**config.mk**
```make
export PLATFORM = sky130hd
export DESIGN_NAME = freq_meter_flat
export DESIGN_NICKNAME = d
export VERILOG_FILES = /design/src/rtl/freq_meter_pkg.sv /design/src/rtl/freq_meter_if.sv /design/src/rtl/sync_edge_det.sv /design/src/rtl/freq_meter.sv /design/src/flat_wrapper.sv
export SDC_FILE = /design/constraint.sdc
export NUM_CORES = 1
export LEC_CHECK = 0
export ABC_AREA = 1
export CAP_MARGIN = 10
export CORE_MARGIN = 8
export CORE_UTILIZATION = 40
export DETAILED_ROUTE_END_ITERATION = 8
export SLEW_MARGIN = 20
export SYNTH_ARGS = -nofsm -noshare
export SYNTH_HDL_FRONTEND = slang
export SYNTH_SLANG_ARGS = --single-unit
```
**constraint.sdc**
```tcl
create_clock -name sys_clk -period 6.5 [get_ports sys_clk]
set_input_delay 0.65 -clock sys_clk [delete_from_list [all_inputs] [get_ports sys_clk]]
set_output_delay 0.65 -clock sys_clk [all_outputs]
set_load 0.005 [all_outputs]
```
**src/rtl/freq_meter_pkg.sv**
```systemverilog
// freq_meter_pkg: shared types and defaults for the gated frequency meter.
//   fm_state_t      - measurement FSM states (IDLE, GATE, DONE)
//   DEF_GATE_CYCLES - default gate length in sys_clk cycles (1 s at 100 MHz)
//   DEF_CNT_W       - default edge counter / result width
//   SYNC_STAGES     - synchronizer depth ahead of the edge-history flop
//   gate_cnt_w()    - width of the gate counter for a given gate length
package freq_meter_pkg;

  typedef enum logic [1:0] {IDLE, GATE, DONE} fm_state_t;

  localparam int unsigned DEF_GATE_CYCLES = 100000000;
  localparam int unsigned DEF_CNT_W       = 28;
  localparam int unsigned SYNC_STAGES     = 2;

  function automatic int unsigned gate_cnt_w(input int unsigned gate_cycles);
    return (gate_cycles < 2) ? 1 : $clog2(gate_cycles);
  endfunction

endpackage

```
**src/rtl/freq_meter_if.sv**
```systemverilog
// freq_meter_if: control/result bundle of the frequency meter.
//   start, cont                         - host requests (single / continuous)
//   busy, freq_out, freq_valid, overflow - meter status and result
//   high_cnt                            - high-level cycle count (FREQ_METER_DUTY_EN only)
// Modports: master = host side, slave = meter side.
interface freq_meter_if
  import freq_meter_pkg::*;
#(
  parameter int unsigned CNT_W = DEF_CNT_W
) ();

  logic             start;
  logic             cont;
  logic             busy;
  logic [CNT_W-1:0] freq_out;
  logic             freq_valid;
  logic             overflow;
`ifdef FREQ_METER_DUTY_EN
  logic [CNT_W-1:0] high_cnt;

  modport master (output start, cont, input busy, freq_out, freq_valid, overflow, high_cnt);
  modport slave  (input start, cont, output busy, freq_out, freq_valid, overflow, high_cnt);
`else
  modport master (output start, cont, input busy, freq_out, freq_valid, overflow);
  modport slave  (input start, cont, output busy, freq_out, freq_valid, overflow);
`endif

endinterface

```
**src/rtl/sync_edge_det.sv**
```systemverilog
// sync_edge_det: synchronizes an asynchronous input into the sys_clk domain and flags rising
// edges. Usable for any slow asynchronous input (signals under test, buttons, ...).
//   sys_clk  - clock
//   rst      - asynchronous active-high reset
//   async_in - asynchronous input
//   level    - synchronized level (last synchronizer stage)
//   rise     - one-cycle pulse, SYNC_STAGES+1 cycles after the input rises
module sync_edge_det
  import freq_meter_pkg::*;
(
  input  logic sys_clk,
  input  logic rst,
  input  logic async_in,
  output logic level,
  output logic rise
);

  logic [SYNC_STAGES-1:0] sync_q;
  logic                   hist_q;

  always_ff @(posedge sys_clk or posedge rst) begin
    if (rst) begin
      sync_q <= '0;
      hist_q <= 1'b0;
    end else begin
      sync_q <= {sync_q[SYNC_STAGES-2:0], async_in};
      hist_q <= sync_q[SYNC_STAGES-1];
    end
  end

  assign level = sync_q[SYNC_STAGES-1];
  assign rise  = level & ~hist_q;

endmodule

```
**src/rtl/freq_meter.sv**
```systemverilog
// freq_meter: gated frequency counter. Counts rising edges of sig_in over GATE_CYCLES sys_clk
// cycles and reports the count once per gate; with the default 1 s gate at 100 MHz the result
// reads directly in Hz.
//   sys_clk - system clock
//   rst     - asynchronous active-high reset
//   sig_in  - asynchronous signal under measurement
//   bus     - freq_meter_if.slave: start/cont in; busy/freq_out/freq_valid/overflow out
// Optional: define FREQ_METER_DUTY_EN to add bus.high_cnt, the number of gate cycles in which
// the synchronized input was high (duty = high_cnt / GATE_CYCLES).
module freq_meter
  import freq_meter_pkg::*;
#(
  parameter int unsigned GATE_CYCLES = DEF_GATE_CYCLES,
  parameter int unsigned CNT_W       = DEF_CNT_W
) (
  input  logic         sys_clk,
  input  logic         rst,
  input  logic         sig_in,
  freq_meter_if.slave  bus
);

  localparam int unsigned GateW = gate_cnt_w(GATE_CYCLES);
  localparam logic [GateW-1:0] GateLast = GateW'(GATE_CYCLES - 1);

  localparam logic [1:0] StIdle = 2'(IDLE);
  localparam logic [1:0] StGate = 2'(GATE);
  localparam logic [1:0] StDone = 2'(DONE);

  if (GATE_CYCLES < 2 || CNT_W < 1) begin : g_param_check
    $fatal(1, "freq_meter: GATE_CYCLES must be >= 2 and CNT_W >= 1");
  end

  logic sig_level;
  logic sig_rise;

`ifdef FREQ_METER_DUTY_EN
  sync_edge_det u_sync (
    .sys_clk  (sys_clk),
    .rst      (rst),
    .async_in (sig_in),
    .level    (sig_level),
    .rise     (sig_rise)
  );
`else
  sync_edge_det u_sync (
    .sys_clk  (sys_clk),
    .rst      (rst),
    .async_in (sig_in),
    .level    (),
    .rise     (sig_rise)
  );
  assign sig_level = 1'b0;
`endif

  logic [1:0]       state_q, state_d;
  logic [GateW-1:0] gate_cnt_q, gate_cnt_d;
  logic [CNT_W-1:0] edge_cnt_q, edge_cnt_d;
  logic             ovf_acc_q, ovf_acc_d;
  logic [CNT_W-1:0] freq_out_q;
  logic             overflow_q;
  logic             valid_q;
  logic             latch;

  always_comb begin
    state_d    = state_q;
    gate_cnt_d = gate_cnt_q;
    edge_cnt_d = edge_cnt_q;
    ovf_acc_d  = ovf_acc_q;
    latch      = 1'b0;
    unique case (state_q)
      StIdle: begin
        if (bus.start) begin
          state_d    = StGate;
          gate_cnt_d = '0;
          edge_cnt_d = '0;
          ovf_acc_d  = 1'b0;
        end
      end
      StGate: begin
        gate_cnt_d = gate_cnt_q + GateW'(1);
        if (sig_rise) begin
          if (&edge_cnt_q) ovf_acc_d = 1'b1;
          else             edge_cnt_d = edge_cnt_q + CNT_W'(1);
        end
        if (gate_cnt_q == GateLast) begin
          state_d = StDone;
          // Latch the next-state count so an edge in the last gate cycle is included.
          latch   = 1'b1;
        end
      end
      StDone: begin
        if (bus.cont) begin
          state_d    = StGate;
          gate_cnt_d = '0;
          edge_cnt_d = '0;
          ovf_acc_d  = 1'b0;
        end else begin
          state_d = StIdle;
        end
      end
      default: state_d = StIdle;
    endcase
  end

  always_ff @(posedge sys_clk or posedge rst) begin
    if (rst) begin
      state_q    <= StIdle;
      gate_cnt_q <= '0;
      edge_cnt_q <= '0;
      ovf_acc_q  <= 1'b0;
      freq_out_q <= '0;
      overflow_q <= 1'b0;
      valid_q    <= 1'b0;
    end else begin
      state_q    <= state_d;
      gate_cnt_q <= gate_cnt_d;
      edge_cnt_q <= edge_cnt_d;
      ovf_acc_q  <= ovf_acc_d;
      valid_q    <= latch;
      if (latch) begin
        freq_out_q <= edge_cnt_d;
        overflow_q <= ovf_acc_d;
      end
    end
  end

  assign bus.busy       = (state_q != StIdle);
  assign bus.freq_out   = freq_out_q;
  assign bus.freq_valid = valid_q;
  assign bus.overflow   = overflow_q;

`ifdef FREQ_METER_DUTY_EN
  logic [CNT_W-1:0] hi_acc_q, hi_acc_d;
  logic [CNT_W-1:0] high_cnt_q;

  always_comb begin
    hi_acc_d = hi_acc_q;
    if ((state_q == StIdle && bus.start) || (state_q == StDone && bus.cont)) begin
      hi_acc_d = '0;
    end else if (state_q == StGate && sig_level && !(&hi_acc_q)) begin
      hi_acc_d = hi_acc_q + CNT_W'(1);
    end
  end

  always_ff @(posedge sys_clk or posedge rst) begin
    if (rst) begin
      hi_acc_q   <= '0;
      high_cnt_q <= '0;
    end else begin
      hi_acc_q <= hi_acc_d;
      if (latch) high_cnt_q <= hi_acc_d;
    end
  end

  assign bus.high_cnt = high_cnt_q;
`else
  logic unused_level;
  assign unused_level = sig_level;
`endif

endmodule

```
**src/flat_wrapper.sv**
```systemverilog
// flat-port wrapper written by rule: the top's interface ports become plain ports
module freq_meter_flat import freq_meter_pkg::*;
#(
  parameter int unsigned GATE_CYCLES = DEF_GATE_CYCLES,
  parameter int unsigned CNT_W       = DEF_CNT_W
)
  (sys_clk, rst, sig_in, bus_start, bus_cont, bus_busy, bus_freq_out, bus_freq_valid, bus_overflow);
  freq_meter_if #(.CNT_W(CNT_W)) bus_i ();
  input  logic sys_clk;
  input  logic rst;
  input  logic sig_in;
  input wire logic [$bits(bus_i.start)-1:0] bus_start;
  input wire logic [$bits(bus_i.cont)-1:0] bus_cont;
  output wire logic [$bits(bus_i.busy)-1:0] bus_busy;
  output wire logic [$bits(bus_i.freq_out)-1:0] bus_freq_out;
  output wire logic [$bits(bus_i.freq_valid)-1:0] bus_freq_valid;
  output wire logic [$bits(bus_i.overflow)-1:0] bus_overflow;
  assign bus_i.start = bus_start;
  assign bus_i.cont = bus_cont;
  assign bus_busy = bus_i.busy;
  assign bus_freq_out = bus_i.freq_out;
  assign bus_freq_valid = bus_i.freq_valid;
  assign bus_overflow = bus_i.overflow;
  freq_meter #(.GATE_CYCLES(GATE_CYCLES), .CNT_W(CNT_W)) u_core (.sys_clk(sys_clk), .rst(rst), .sig_in(sig_in), .bus(bus_i));
endmodule
```
==> results of run 1 <==
## cell usage after synthesis, drive strengths merged
library cell | number | area [um^2]
nand4 | 19 | 119
nor3 | 20 | 100
nand3b | 5 | 37.5
o21ai | 24 | 120
o21bai | 1 | 11.3
o211ai | 9 | 82.6
clkinv | 1 | 3.75
inv | 58 | 218
nand3 | 80 | 433
a21oi | 12 | 60.1
o32ai | 1 | 8.76
o22ai | 6 | 37.5
and2 | 1 | 6.26
dfrtp | 91 | 2280
nor3b | 1 | 7.51
nor2 | 72 | 322
xor2 | 17 | 149
or2 | 4 | 25.0
buf | 12 | 67.6
and3 | 2 | 12.5
nor4 | 3 | 18.8
clkbuf | 9 | 33.8
nand2 | 241 | 940
ha | 2 | 25.0
a221oi | 1 | 8.76
o21a | 1 | 7.51
xnor2 | 5 | 43.8
## metrics by stage
stage	instance area (um^2)	setup WS [ps]
4_1_cts	5940	3560
6_report	5940	3590
5_1_grt	5940	3330
3_3_place_gp	5680	3240
2_1_floorplan	5170	3490
3_5_place_dp	5680	3190
## final cells by class
cell class,count,area [um^2]
Clock inverter,5,30.0
Timing Repair Buffer,39,380
Inverter,59,223
Clock buffer,11,233
Multi-Input combinational cell,527,2580
Fill cell,1285,6680
Tap cell,172,215
Sequential cell,91,2280
## registers in the layout, summed over array words and instances (netlist names)
signal                 count
u_core.state_q             2
u_core.ovf_acc_q           1
u_core.bus.freq_out       28
u_core.u_sync.sync_q       2
u_core.gate_cnt_q         27
u_core.u_sync.hist_q       1
u_core.bus.freq_valid      1
u_core.edge_cnt_q         28
u_core.bus.overflow        1
## metal layers
layer  vias up  wire length [um]
li1       2329                 -
met1      2158              6280
met2        89              5780
met3         6               742
met4         0               105
met5         -                 0
## cells by family after synthesis
family	count (synthesis)	synth area share [%]
DFF	91	44.0
adders and majority gates	2	0.483
AOI/OAI and AO/OA	55	6.50
xor gates and xnor gates	22	3.72
buffers and inverters	80	6.24
and+or+nand+nor	448	39.0
## worst reg2reg max path: cells and delay by family, from the launching register on
kind                   cells  cell delay, ps
flip-flops                 1             410
AND/OR/NAND/NOR            7            1270
XOR/XNOR                   1             150
buffers and inverters      2             680
## worst min-delay path by stage
| stage | from | endpoint |
|---|---|---|
| 6_report | u_core.u_sync.sync_q[0]$_DFF_PP0_ | u_core.u_sync.sync_q[1]$_DFF_PP0_ |
| 4_1_cts | u_core.u_sync.sync_q[0]$_DFF_PP0_ | u_core.u_sync.sync_q[1]$_DFF_PP0_ |
| 3_5_place_dp | u_core.u_sync.sync_q[0]$_DFF_PP0_ | u_core.u_sync.sync_q[1]$_DFF_PP0_ |
| 5_1_grt | u_core.u_sync.sync_q[0]$_DFF_PP0_ | u_core.u_sync.sync_q[1]$_DFF_PP0_ |
| 3_3_place_gp | u_core.u_sync.sync_q[0]$_DFF_PP0_ | u_core.u_sync.sync_q[1]$_DFF_PP0_ |
| 2_1_floorplan | u_core.u_sync.sync_q[0]$_DFF_PP0_ | u_core.u_sync.sync_q[1]$_DFF_PP0_ |
## power breakdown
part / switching, mW / internal [mW] / leakage [nW]
Clock: 0.221 / 0.257 / 0.125
Sequential: 0.111 / 0.635 / 0.911
Combinational: 0.353 / 0.188 / 1.71
==> results.md, run 1 <==
- Status: finished, final reports clean
- Final Max Tran Viols: 0
- Number of placed I/O pins: 36
- Share of layout cells above drive strength 1: 7.65%
- Remaining antenna violation count after routing: 0
- Vias per cell: 5.07
- Vias in the first global route: 4425
- Largest net degree at the start of global routing: 76
- Die height: 130 um
- CTS resizes: 0
- VDD IR max: 0.000166 V
- Die X-Extent: 130 um
- Relative slew slack: 38.1%
- Critical path arrival: 3110 ps
- CP Cell Sequence: clkdlybuf4s50_1 -> nor2_1 -> nand2_1 -> nand3_1 -> inv_1 -> nand3_1 -> nor2_1 -> nand2_1 -> xor2_1 -> nor2_1
- Final wirelength: 12900 um
- WS Path Type: in -> reg
- Setup TNS: 0 ps
- CTS tree: built
- Total grt overflow: 0
- H-Tree Level Count: 3
- R2r endpoint: u_core.gate_cnt_q[18]$_DFFE_PP0P_
- Die Area: 16800 um^2
- CP Buf/Inv Count: 2
- Commonest non-fill, non-tap cells in the layout: 233 x nand2_1, 91 x dfrtp_1, 75 x nand3_1, 59 x nor2_1, 53 x inv_1
- Launch point of the worst path: bus_cont
- Critical path's top delay family: simple AND/OR/NAND/NOR gates
- Syn Inst Count: 698
- Fin util: 47.1%
- Post-synthesis sequential area ratio: 44.0%
- Crit path to: u_core.gate_cnt_q[18]$_DFFE_PP0P_
- Clk_skew: 8.70 ps
- Synthesis-to-finish area growth: 14.7%
- Core Area: 12600 um^2
- Req. time, crit path: 6700 ps
- Syn_nets: 705
- CP max stage delay: 570 ps
- Final hold vios: 0
- Crit share post-route: 44.8%
- DR DRC count: 0
- Setup violations, final: 0
- TritonCTS Buffers: 9
- Tmin final: 2910 ps
- Worst-path clk slew: 70 ps
- Most common cell after layout, fill and taps aside: nand2_1
- 1st-iter DRT viols: 319
- Netlist Area Pre-Place: 5170 um^2
- Tightest Pin Transition: 929 ps
- Routed vias: 4582
- CP Depth: 10
- Postcts setup bufs: 0
- FF-to-FF setup slack: 3830 ps
- Syn avg cell area: 7.41 um^2
- Input/output buffers: 35
- Finished Layout Cells: 904
- Crit path capture type: flop
- Worst setup SP type: input port
- Initial Util: 41.0%
- Met3 usage: 4.57%
- Pwr Total: 1.76 mW
- Dpl cells: 888
- Antenna violations before repair: 0
- Worst-Skew Late Latency: 350 ps
- Yosys cell types: 41
- Row count: 41
- Clk sinks: 91
- Met1 Use GR: 22.1%
- Met2 Usage GRT: 25.8%
- Final #Nets: 734
- Seq cells post-synth: 91
- Slowest CP cell: inv_1
- Synth warn: 0
- Clock Path Buffers: 2
- Worst R2R Path Depth: 10
- Crit path top cell by count: nor2_1
- Maxcap violations: 0
- Worst-path fanout max: 17
- Hpwl dp: 9150 um
- Ant diodes: 0
- RSZ-0062 raised after global routing: false
- Drt pass-1 iters: 4
- Root Buffer Master: clkbuf_16
- Worst hold slack: 349 ps
- Worst R2R Start: u_core.state_q[1]$_DFFE_PP0P_
- Hold path depth: 0
- Gpl congestion: 0.905
- Busiest grt layer: met2
- Global Route Usage Sum: 16.5%
- CTS Hold Bufs: 0
- Avg WL per Cell: 14.3 um
- FMAX: 344 MHz
- HP Class: reg -> reg
- PD cells: 297 nW/um^2
- Lkg Pwr: 2.75 nW
- First-pass GRT wire length: 22100 um
Note: power is estimated with default switching activity, not from simulation.
==> run 2, diff against run 1 <==
==> constraint.sdc (replaced) <==
create_clock -name sys_clk -period 2.9 [get_ports sys_clk]
set_input_delay 0.29 -clock sys_clk [delete_from_list [all_inputs] [get_ports sys_clk]]
set_output_delay 0.29 -clock sys_clk [all_outputs]
set_load 0.005 [all_outputs]
==> results.md, run 2 (synthesis gave the netlist of run 1 again) <==
- TritonCTS Buffers: 9
- Die X-Extent: 130 um
- Hpwl dp: 10300 um
- Worst R2R Start: u_core.edge_cnt_q[1]$_DFF_PP0_
- FF-to-FF setup slack: 830 ps
- Vias in the first global route: 4617
- Commonest non-fill, non-tap cells in the layout: 233 x nand2_1, 91 x dfrtp_1, 75 x nand3_1, 59 x nor2_1, 53 x inv_1
- Final hold vios: 0
- CTS Hold Bufs: 0
- Worst R2R Path Depth: 11
- FMAX: 483 MHz
- Clk_skew: 11.0 ps
- Routed vias: 4640
- Final wirelength: 13900 um
- Relative slew slack: 48.7%
- Input/output buffers: 35
- Tightest Pin Transition: 767 ps
- H-Tree Level Count: 3
- Share of layout cells above drive strength 1: 8.54%
- Postcts setup bufs: 0
- Tmin final: 2070 ps
- Row count: 41
- Fin util: 48.0%
- Status: finished, final reports clean
- Die height: 130 um
- Maxcap violations: 0
- Req. time, crit path: 3190 ps
- Gpl congestion: 0.899
- Crit share post-route: 71.4%
- Initial Util: 41.0%
- WS Path Type: reg -> reg
- PD cells: 699 nW/um^2
- Lkg Pwr: 2.82 nW
- Number of placed I/O pins: 36
- Crit path capture type: flop
- Remaining antenna violation count after routing: 0
- Vias per cell: 5.10
- RSZ-0062 raised after global routing: false
- Final Instance Area: 6060 um^2
- Antenna violations before repair: 0
- Setup TNS: 0 ps
- DR DRC count: 0
- Global Route Usage Sum: 18.0%
- Drt pass-1 iters: 5
- Core Area: 12600 um^2
- Root Buffer Master: clkbuf_16
- Largest net degree at the start of global routing: 38
- Synthesis-to-finish area growth: 17.1%
- Worst setup SP type: flop
- First-pass GRT wire length: 23700 um
- Critical path arrival: 2360 ps
- HP Class: in -> async
- Avg WL per Cell: 15.3 um
- R2r endpoint: u_core.bus.freq_out[20]$_DFFE_PP0P_
- Total grt overflow: 0
- CTS tree: built
- Final Max Tran Viols: 0
- VDD IR max: 0.000494 V
- Ant diodes: 0
- Final #Nets: 740
- Clk sinks: 91
- CTS resizes: 0
- Worst-path fanout max: 13
- Worst-path clk slew: 70 ps
- Clock Path Buffers: 2
- 1st-iter DRT viols: 431
- Die Area: 16800 um^2
- Worst-Skew Late Latency: 360 ps
- Setup violations, final: 0
- Most common cell after layout, fill and taps aside: nand2_1
- Cell Area, Placed: 5730 um^2
## run 2: area by class of cell
class,instances,area (um^2)
inverter,59,223
timing repair buffer,45,438
tap,172,215
clock inverter,4,72.6
fill,1289,6560
multi-input combinational,527,2580
clock buffer,12,256
sequential,91,2280
## run 2: metal layers
metal | share of wire, % | global-route usage (%) | wire, um | vias up
li1 | - | - | - | 2343
met4 | 1.6 | 5.19 | 220 | 0
met5 | 0 | 0 | 0 | -
met2 | 46 | 27.6 | 6340 | 90
met3 | 4.4 | 4.41 | 609 | 15
met1 | 48 | 24.5 | 6720 | 2192
## run 2: critical path, cell delays in order, from the launching register on
cell and delay (ps):
dfrtp_1 410, ha_1 220, inv_1 80, nor2_4 170, nand2_4 90, nor2_8 150
nand3_2 270, nand3_1 180, nand3_1 70, o21ai_0 190, nand2_1 90, nand2_1 80
## run 2: metrics by stage
stage               power, mW  worst slack (ps)  instances  hold WS, ps
finish                   4.24               830        910          335
global placement         2.90               741        894          336
global route             4.53               498        910          368
floorplan                2.63               246        698          321
CTS                      4.28               812        910          359
detailed placement       2.93               688        894          336
## run 2: worst max path at each step
stage,startpoint,end,cells past startpoint
after floorplan,rst,u_core.bus.freq_out[0]$_DFFE_PP0P_,1
after CTS,u_core.edge_cnt_q[1]$_DFF_PP0_,u_core.bus.freq_out[20]$_DFFE_PP0P_,11
after global routing,u_core.edge_cnt_q[1]$_DFF_PP0_,u_core.bus.freq_out[20]$_DFFE_PP0P_,11
after detailed placement,bus_cont,u_core.bus.freq_out[2]$_DFFE_PP0P_,8
final,u_core.edge_cnt_q[1]$_DFF_PP0_,u_core.bus.freq_out[20]$_DFFE_PP0P_,11
after global placement,bus_cont,u_core.bus.freq_out[2]$_DFFE_PP0P_,8
## run 2: where the power goes
| group | leakage [nW] | total, mW | internal, mW | switching (mW) |
|---|---|---|---|---|
| clock network | 0.159 | 1.32 | 0.802 | 0.516 |
| logic | 1.75 | 1.23 | 0.425 | 0.808 |
| registers | 0.911 | 1.69 | 1.42 | 0.267 |
| total | 2.82 | 4.24 | 2.65 | 1.59 |
